## src/rtl/k_map_pkg.sv

```systemverilog
// Shared types and constants for the k_map sweeper: FSM states, the vector count,
// the reference truth table and the settle-counter width.
package k_map_pkg;

  typedef enum logic [1:0] {
    IDLE   = 2'd0,
    SETTLE = 2'd1,
    SAMPLE = 2'd2,
    DONE   = 2'd3
  } state_t;

  localparam int KMAP_VECTORS = 16;
  localparam logic [15:0] KMAP_DEFAULT_TT = 16'h2147;
  localparam int SETTLE_W = 4;

endpackage

```

## src/rtl/kmap_settle_timer.sv

```systemverilog
// Loadable down-counter with a zero flag; paces how long each input vector is held
// before the k_map output is sampled.
module kmap_settle_timer
  import k_map_pkg::*;
(
  input  logic                clk,
  input  logic                rst_n,
  input  logic                load,
  input  logic [SETTLE_W-1:0] load_value,
  input  logic                en,
  output logic [SETTLE_W-1:0] count,
  output logic                zero
);

  always_ff @(posedge clk or negedge rst_n) begin
    if (!rst_n) begin
      count <= '0;
    end else if (load) begin
      count <= load_value;
    end else if (en && (count != '0)) begin
      count <= count - 1'b1;
    end
  end

  assign zero = (count == '0);

endmodule

```

## src/rtl/k_map_sweeper.sv

```systemverilog
// Drives the 4-input k_map cell through all 16 vectors, captures Y into a truth table
// and counts minterms. Optional expected-table comparator: KMAP_EXPECT_CHECK_EN.
module k_map_sweeper
  import k_map_pkg::*;
#(
  parameter int          SETTLE_CYCLES = 2,
  parameter logic [15:0] EXPECTED_TT   = KMAP_DEFAULT_TT
) (
  input  logic        clk,
  input  logic        rst_n,
  input  logic        start,
  input  logic        y_in,
  output logic        a_out,
  output logic        b_out,
  output logic        c_out,
  output logic        d_out,
  output logic        busy,
  output logic        done,
  output logic [15:0] truth_table,
  output logic [4:0]  minterm_count
`ifdef KMAP_EXPECT_CHECK_EN
  ,
  output logic        match,
  output logic        mismatch
`endif
);

  localparam logic [SETTLE_W-1:0] SETTLE_LOAD = SETTLE_W'(SETTLE_CYCLES - 1);
  localparam logic [3:0]          LAST_IDX    = 4'(KMAP_VECTORS - 1);

  state_t               state;
  state_t               state_next;
  logic [3:0]           idx;
  logic                 timer_load;
  logic                 timer_en;
  logic                 timer_zero;
  logic [SETTLE_W-1:0]  timer_count;
  logic                 accept;

  kmap_settle_timer u_timer (
    .clk        (clk),
    .rst_n      (rst_n),
    .load       (timer_load),
    .load_value (SETTLE_LOAD),
    .en         (timer_en),
    .count      (timer_count),
    .zero       (timer_zero)
  );

  assign accept = (state == IDLE) && start;

  always_ff @(posedge clk or negedge rst_n) begin
    if (!rst_n) begin
      state <= IDLE;
    end else begin
      state <= state_next;
    end
  end

  always_comb begin
    state_next = state;
    timer_load = 1'b0;
    timer_en   = 1'b0;
    case (state)
      IDLE: begin
        if (start) begin
          state_next = SETTLE;
          timer_load = 1'b1;
        end
      end
      SETTLE: begin
        if (timer_zero) begin
          state_next = SAMPLE;
        end else begin
          timer_en = 1'b1;
        end
      end
      SAMPLE: begin
        if (idx == LAST_IDX) begin
          state_next = DONE;
        end else begin
          state_next = SETTLE;
          timer_load = 1'b1;
        end
      end
      DONE: begin
        state_next = IDLE;
      end
      default: begin
        state_next = IDLE;
      end
    endcase
  end

  // idx deliberately stays at 15 after a sweep; only the next accepted start rewinds it.
  always_ff @(posedge clk or negedge rst_n) begin
    if (!rst_n) begin
      idx           <= '0;
      truth_table   <= '0;
      minterm_count <= '0;
    end else if (accept) begin
      idx           <= '0;
      truth_table   <= '0;
      minterm_count <= '0;
    end else if (state == SAMPLE) begin
      truth_table[idx] <= y_in;
      minterm_count    <= minterm_count + {4'b0000, y_in};
      if (idx != LAST_IDX) begin
        idx <= idx + 4'd1;
      end
    end
  end

  assign {a_out, b_out, c_out, d_out} = idx;
  assign busy = (state != IDLE);
  assign done = (state == DONE);

`ifdef KMAP_EXPECT_CHECK_EN
  // In DONE the table already holds vector 15, so the compare sees the full result.
  always_ff @(posedge clk or negedge rst_n) begin
    if (!rst_n) begin
      match    <= 1'b0;
      mismatch <= 1'b0;
    end else if (accept) begin
      match    <= 1'b0;
      mismatch <= 1'b0;
    end else if (state == DONE) begin
      match    <= (truth_table == EXPECTED_TT);
      mismatch <= (truth_table != EXPECTED_TT);
    end
  end
`else
  logic unused_expected;
  assign unused_expected = ^EXPECTED_TT;
`endif

endmodule
```

## config.mk

```make
export PLATFORM = sky130hd
export DESIGN_NAME = k_map_sweeper
export DESIGN_NICKNAME = d
export VERILOG_FILES = /design/src/rtl/k_map_pkg.sv /design/src/rtl/kmap_settle_timer.sv /design/src/rtl/k_map_sweeper.sv
export SDC_FILE = /design/constraint.sdc
export NUM_CORES = 1
export LEC_CHECK = 0
export ABC_CLOCK_PERIOD_IN_PS = 1400
export BUFFER_PORTS_ARGS = -buffer_cell sky130_fd_sc_hd__buf_2
export CORE_ASPECT_RATIO = 1.25
export CORE_MARGIN = 1
export CORE_UTILIZATION = 45
export CTS_CLUSTER_SIZE = 10
export DETAILED_ROUTE_END_ITERATION = 7
export HOLD_SLACK_MARGIN = 0.1
export PLACE_DENSITY_LB_ADDON = 0.15
export REMOVE_ABC_BUFFERS = 1
export SLEW_MARGIN = 20
export SYNTH_ARGS = -nofsm -noshare
export SYNTH_HDL_FRONTEND = slang
export SYNTH_SLANG_ARGS = --single-unit
export TNS_END_PERCENT = 30
```

## constraint.sdc

```tcl
create_clock -name clk -period 1.4 [get_ports clk]
set_input_delay 0.21 -clock clk [delete_from_list [all_inputs] [get_ports clk]]
set_output_delay 0.21 -clock clk [all_outputs]
set_load 0.005 [all_outputs]
```

==> metrics.md, run 1 <==
| Metric | Value |
|---|---|
| Largest cells by area after synthesis | `dfrtp_1 48%, o21ai_0 8.3%, nand4_1 6.9%` |
| PnR Total Power | `3.38 mW` |
| # DRC | `0` |
| DR vias | `1435` |
| VDD IR max | `1.19 mV` |
| Hold Path End | `state[0]` |
| Worst EP required | `1.62 ns` |
| Maximum clock rate | `705 MHz` |
| Kind of critical path | `reg -> reg` |
| Max-slew violation count | `0` |
| Initial Utilization | `46.9%` |
| Synth warn | `0` |
| Type of origin of the critical path | `flop` |
| WP data arrival | `1.64 ns` |
| Synth Register Bits | `31` |
| Placeable Area | `0.00345 mm^2` |
| Hold crit path type | `in -> reg` |
| Final hold slack | `0.266 ns` |
| Antenna Cells | `0` |
| Hold Startpoint | `start` |
| Met2 WL post-DR | `1.99 mm` |
| Final setup vio count | `2` |
| FP Rows | `24` |
| Setup TNS | `-0.0269 ns` |
| WL/cell | `14.7 um` |
| Reg-to-Reg Start | `u_timer.count[1]` |
| Pre-antenna DRT Iters | `4` |
| FF-to-FF path depth | `3` |
| Crit path max fanout | `3` |
| Leak Pwr | `1.01 nW` |
| Clock Sinks | `31` |
| Slew @ Worst Pin | `0.395 ns` |
| Final hold vios | `0` |
| Ys async rst share | `100%` |
| Cts bufs inserted | `5` |
| Leading area contributor after synthesis | `dfrtp_1` |
| Gr ovfl total | `0` |
| Reg-to-Reg End | `u_timer.count[3]` |
| Slew headroom | `73.6%` |
| PortBufs | `30` |
| Mapped Area | `0.00162 mm^2` |
| Die width | `55.7 um` |
| Failing checks | `setup timing` |
| DRT met1 WL | `1.61 mm` |
| Max Used Layer | `met4` |
| Worst hold stages | `3` |
| Final nets | `228` |
| GPL Wtd Cong | `0.810` |
| Via-per-instance ratio | `5.61` |
| Endpoint class of the critical path | `flop` |
| Top-count cell post-synth | `dfrtp_1` |
| Post-synth EDFFs | `0` |
| Share of cells above drive strength 1 | `33.6%` |
| Iter 0 DRT Violations | `47` |
| Unrepaired setup endpoints after global routing | `true` |
| Clk_lat worst skew | `0.28 ns` |
| DIE AREA | `0.00385 mm^2` |
| I/O pin count | `31` |
| Unique masters post-synth | `33` |
| Post-synthesis average cell area | `9.42 um^2` |
| Clock skew | `0.00572 ns` |
| Register area share after synthesis | `47.9%` |
| Final setup margin | `-0.0192 ns` |
| Synth top cells by count | `31 x dfrtp_1, 27 x o21ai_0, 20 x a21oi_1` |
| Bufs on Longest Clock Path | `2` |
| Tcrit/Tclk final | `101%` |
| R2R Setup Slk | `-0.02 ns` |
| CTS tree | `built` |
| Power density cells | `1640 mW/mm^2` |
| Final WL | `3.77 mm` |
| Global-route wire length before repair | `6.59 mm` |
| Met3 WL | `126 um` |
| Mapped Cells | `172` |
| Post-route ant nets | `0` |
| Status | `finished with violations` |
| Max_cap viols | `0` |
| Initial antenna violation count | `0` |
| Die height | `69.1 um` |
| DP HPWL | `2.82 mm` |
| H-tree levels | `2` |
| Largest net degree at the start of global routing | `18` |
| Total GRT Usage | `21.6%` |
| Top_reg_cell synth | `dfrtp_1` |
| Vias in the first global route | `1454` |
| Min Clock Period, post-route | `1.42 ns` |
| Yosys top cell area share | `47.9%` |
| Root Buffer Master | `clkbuf_8` |
| Setup WS pre-CTS | `-0.130 ns` |
| Synth-to-Final Area Change | `27.3%` |
| CTS clk-pin slew, worst paths | `0.07 ns` |
## kinds of logic (layout without fill, tap and decap cells)
group | Yosys count | after routing | synth area share (%)
buffers and inverters | 19 | 64 | 5.10
AND/OR/NAND/NOR | 59 | 59 | 22.0
AO/OA/AOI/OAI | 51 | 51 | 16.5
multiplexers | 2 | 2 | 1.24
XOR/XNOR | 2 | 2 | 1.08
adder cells (fa/ha/maj) | 8 | 8 | 6.18
flip-flops | 31 | 31 | 47.9
## layout make-up
class / count / area [um^2]
Sequential cell: 31 / 777
Inverter: 6 / 22.5
Multi-Input combinational cell: 122 / 803
Clock buffer: 5 / 68.8
Clock inverter: 3 / 15.0
Tap cell: 39 / 48.8
Fill cell: 305 / 1390
Timing Repair Buffer: 50 / 328
## state kept, by name (all words and copies together), names as in the netlist
register and flops:
idx 4, minterm_count 5, state 2, truth_table 16
u_timer.count 4
## worst max-delay path, stage by stage, from the launching register on
cell     delay, ns
dfrtp_1       0.39
or3_1         0.39
or4_4         0.43
a21oi_2       0.13
## worst max path at each step
stage	startpoint	to	slack, ns
floorplan	state[1]	idx[1]	-0.53
global placement	u_timer.count[0]	u_timer.count[2]	-0.04
detailed placement	u_timer.count[0]	u_timer.count[2]	-0.13
CTS	u_timer.count[1]	u_timer.count[2]	-0.02
global route	u_timer.count[1]	u_timer.count[1]	-0.06
finish	u_timer.count[1]	u_timer.count[3]	-0.02
## placed cells by master, fill, tap and decap left out, types with 3 or more instances in the layout
cell type,count
a21oi_1,18
buf_2,30
buf_4,17
clkbuf_8,5
clkinv_2,3
dfrtp_1,30
ha_1,6
inv_1,4
nand2_1,8
nand3_1,3
nand3b_1,5
nand4_1,18
nor2_1,4
nor2b_1,3
o21ai_0,22
o21ai_1,5
## report_power, final
group	total, mW	switching (mW)	internal (mW)	leakage [nW]
clock	0.684	0.345	0.340	0.0477
combinational	1.44	0.738	0.703	0.540
sequential	1.26	0.196	1.06	0.420
## metrics by stage
| step | cells | cell area, um^2 | util [%] |
|---|---|---|---|
| floorplan | 159 | 1560 | - |
| global placement | 248 | 1930 | 56.0 |
| detailed placement | 248 | 1930 | 56.0 |
| CTS | 256 | 2040 | 59.1 |
| global route | 256 | 2060 | 59.7 |
| finish | 256 | 2060 | 59.7 |
## repair_timing
| action | CTS | global route |
|---|---|---|
| setup buffers | 0 | 0 |
| hold endpoints to repair | 14 | 0 |
| endpoints found under the setup margin | 6 | 16 |
| hold buffers | 1 | 0 |
| pin swaps | 3 | 4 |
| gates resized for setup | 8 | 11 |
## per-layer routing
layer / vias up / track usage [%]
li1: 710 / -
met1: 695 / 26.1
met2: 26 / 37.3
met3: 4 / 4.69
met4: 0 / 7.78
met5: - / 0
(Power assumes the default switching activity.)
==> inputs of run 2 (changes only) <==
--- a/config.mk
+++ b/config.mk
@@ -15,6 +15,8 @@
 export HOLD_SLACK_MARGIN = 0.1
 export PLACE_DENSITY_LB_ADDON = 0.15
 export REMOVE_ABC_BUFFERS = 1
+export SKIP_CTS_REPAIR_TIMING = 1
+export SKIP_LAST_GASP = 1
 export SLEW_MARGIN = 20
 export SYNTH_ARGS = -nofsm -noshare
 export SYNTH_HDL_FRONTEND = slang
==> metrics.md, run 2 (synthesized netlist as in run 1, its figures left out) <==
| Metric | Value |
|---|---|
| Status | `finished with violations` |
| Failing checks | `setup timing` |
| Tcrit/Tclk final | `105%` |
| DP HPWL | `2.82 mm` |
| Flop pwr share | `36.9%` |
| Psw | `1.29 mW` |
| Max_cap viols | `0` |
| Via-per-instance ratio | `5.71` |
| Max Used Layer | `met4` |
| Final nets | `228` |
| H-tree levels | `2` |
| CTS tree | `built` |
| Sw Ratio | `38.0%` |
| Slew headroom | `74.4%` |
| Hold Path End | `minterm_count[0]` |
| FF-to-FF path depth | `3` |
| Bufs on Longest Clock Path | `2` |
| Final hold vios | `0` |
| Final hold slack | `0.277 ns` |
| Reg-to-Reg End | `u_timer.count[3]` |
| FP Rows | `24` |
| Worst hold stages | `4` |
| PortBufs | `30` |
| Max FFs per register | `16` |
| GPL Wtd Cong | `0.810` |
| Clock Sinks | `31` |
| Most common cell after layout, fill and taps aside | `buf_2` |
| Worst EP required | `1.62 ns` |
| Max-slew violation count | `0` |
| Synth-to-Final Area Change | `28.2%` |
| Internal Pwr Total | `2.11 mW` |
| Largest net degree at the start of global routing | `18` |
| DRT met1 WL | `1.58 mm` |
| VDD IR max | `1.10 mV` |
| Die height | `69.1 um` |
| Leak Pwr | `1.00 nW` |
| CTS clk-pin slew, worst paths | `0.07 ns` |
| Cts bufs inserted | `5` |
| Clk pwr share | `20.0%` |
| Placeable Area | `0.00345 mm^2` |
| R2R Setup Slk | `-0.07 ns` |
| Final WL | `3.83 mm` |
| Pre-antenna DRT Iters | `4` |
| Initial Utilization | `46.9%` |
| DIE AREA | `0.00385 mm^2` |
| Hold crit path type | `in -> reg` |
| Final setup margin | `-0.0692 ns` |
| Share of cells above drive strength 1 | `35.9%` |
| Power density cells | `1640 mW/mm^2` |
| Comb pwr share | `43.0%` |
| Initial antenna violation count | `0` |
| Root Buffer Master | `clkbuf_8` |
| Final setup vio count | `4` |
| Min Clock Period, post-route | `1.47 ns` |
| # DRC | `0` |
| Crit path max fanout | `3` |
| WP data arrival | `1.69 ns` |
| Iter 0 DRT Violations | `58` |
| I/O pin count | `31` |
| DR vias | `1461` |
| Die width | `55.7 um` |
| Placed Cells | `248` |
| Slew @ Worst Pin | `0.383 ns` |
| Met3 WL | `182 um` |
| Vias in the first global route | `1474` |
| Maximum clock rate | `681 MHz` |
| Type of origin of the critical path | `flop` |
| Antenna Cells | `0` |
| Kind of critical path | `reg -> reg` |
| PnR Total Power | `3.40 mW` |
| Endpoint class of the critical path | `flop` |
| WL/cell | `14.9 um` |
| Largest Register | `truth_table` |
| Most frequent cells in the layout | `30 x buf_2, 28 x dfrtp_1, 25 x o21ai_0, 18 x nand4_1, 18 x a21oi_1` |
| Post-route ant nets | `0` |
| Fillers | `308` |
| Hold Startpoint | `y_in` |
| Unrepaired setup endpoints after global routing | `true` |
| Non-filler cells in the finished layout | `256` |
| Global-route wire length before repair | `6.60 mm` |
| Reg-to-Reg Start | `u_timer.count[0]` |
| Total GRT Usage | `21.6%` |
| Met2 WL post-DR | `2.02 mm` |
| Biggest regs | `truth_table (16), minterm_count (5)` |
| Clk_lat worst skew | `0.28 ns` |
| Gr ovfl total | `0` |
| Clock skew | `0.00489 ns` |
-- run 2: cell counts in the layout (fill, tap and decap cells not counted) --
Identical to the previous run, type by type.
-- run 2: worst max-delay path by stage --
stage / start / end / cells after the start
3_3_place_gp: u_timer.count[0] / u_timer.count[2] / 6
4_1_cts: u_timer.count[0] / u_timer.count[0] / 6
3_5_place_dp: u_timer.count[0] / u_timer.count[2] / 6
6_report: u_timer.count[0] / u_timer.count[3] / 3
5_1_grt: u_timer.count[0] / u_timer.count[3] / 3
2_1_floorplan: state[1] / idx[1] / 3
-- run 2: layout make-up --
| class | count | area (um^2) | area share [%] |
|---|---|---|---|
| multi-input cells | 122 | 811 | 39.0 |
| flip-flops and latches | 31 | 779 | 37.5 |
| repair buffers | 50 | 332 | 16.0 |
| clock buffers | 5 | 68.8 | 3.31 |
| well taps | 39 | 48.8 | 2.35 |
| inverters | 6 | 22.5 | 1.08 |
| clock inverters | 3 | 15.0 | 0.723 |
-- run 2: critical path, stage by stage (launching register included) --
cell,delay (ns)
dfrtp_1,0.41
or3_1,0.42
or4_4,0.44
a21oi_2,0.13
-- run 2: power groups by stage --
stage | Combinational (mW) | Clock (mW) | Sequential (mW)
after floorplan | 0.671 | 0 | 1.23
after global placement | 1.32 | 0 | 1.23
after detailed placement | 1.36 | 0 | 1.25
after CTS | 1.37 | 0.691 | 1.23
after global routing | 1.63 | 0.732 | 1.29
final | 1.46 | 0.682 | 1.26
-- run 2: layer usage --
layer	GRT usage, %	up-vias
met5	0	-
met4	7.78	0
met3	4.69	6
met2	37.6	44
met1	25.8	701
li1	-	710
-- run 2: metrics by stage --
| stage | TNS [ns] | utilization, % | cell area (um^2) | worst slack, ns |
|---|---|---|---|---|
| finish | -0.150 | 60.1 | 2080 | -0.0692 |
| global route | -0.492 | 60.1 | 2080 | -0.0896 |
| global placement | -0.0519 | 56.0 | 1930 | -0.0360 |
| floorplan | -8.38 | - | 1560 | -0.526 |
| detailed placement | -0.319 | 56.0 | 1930 | -0.130 |
| CTS | -0.415 | 58.4 | 2020 | -0.135 |
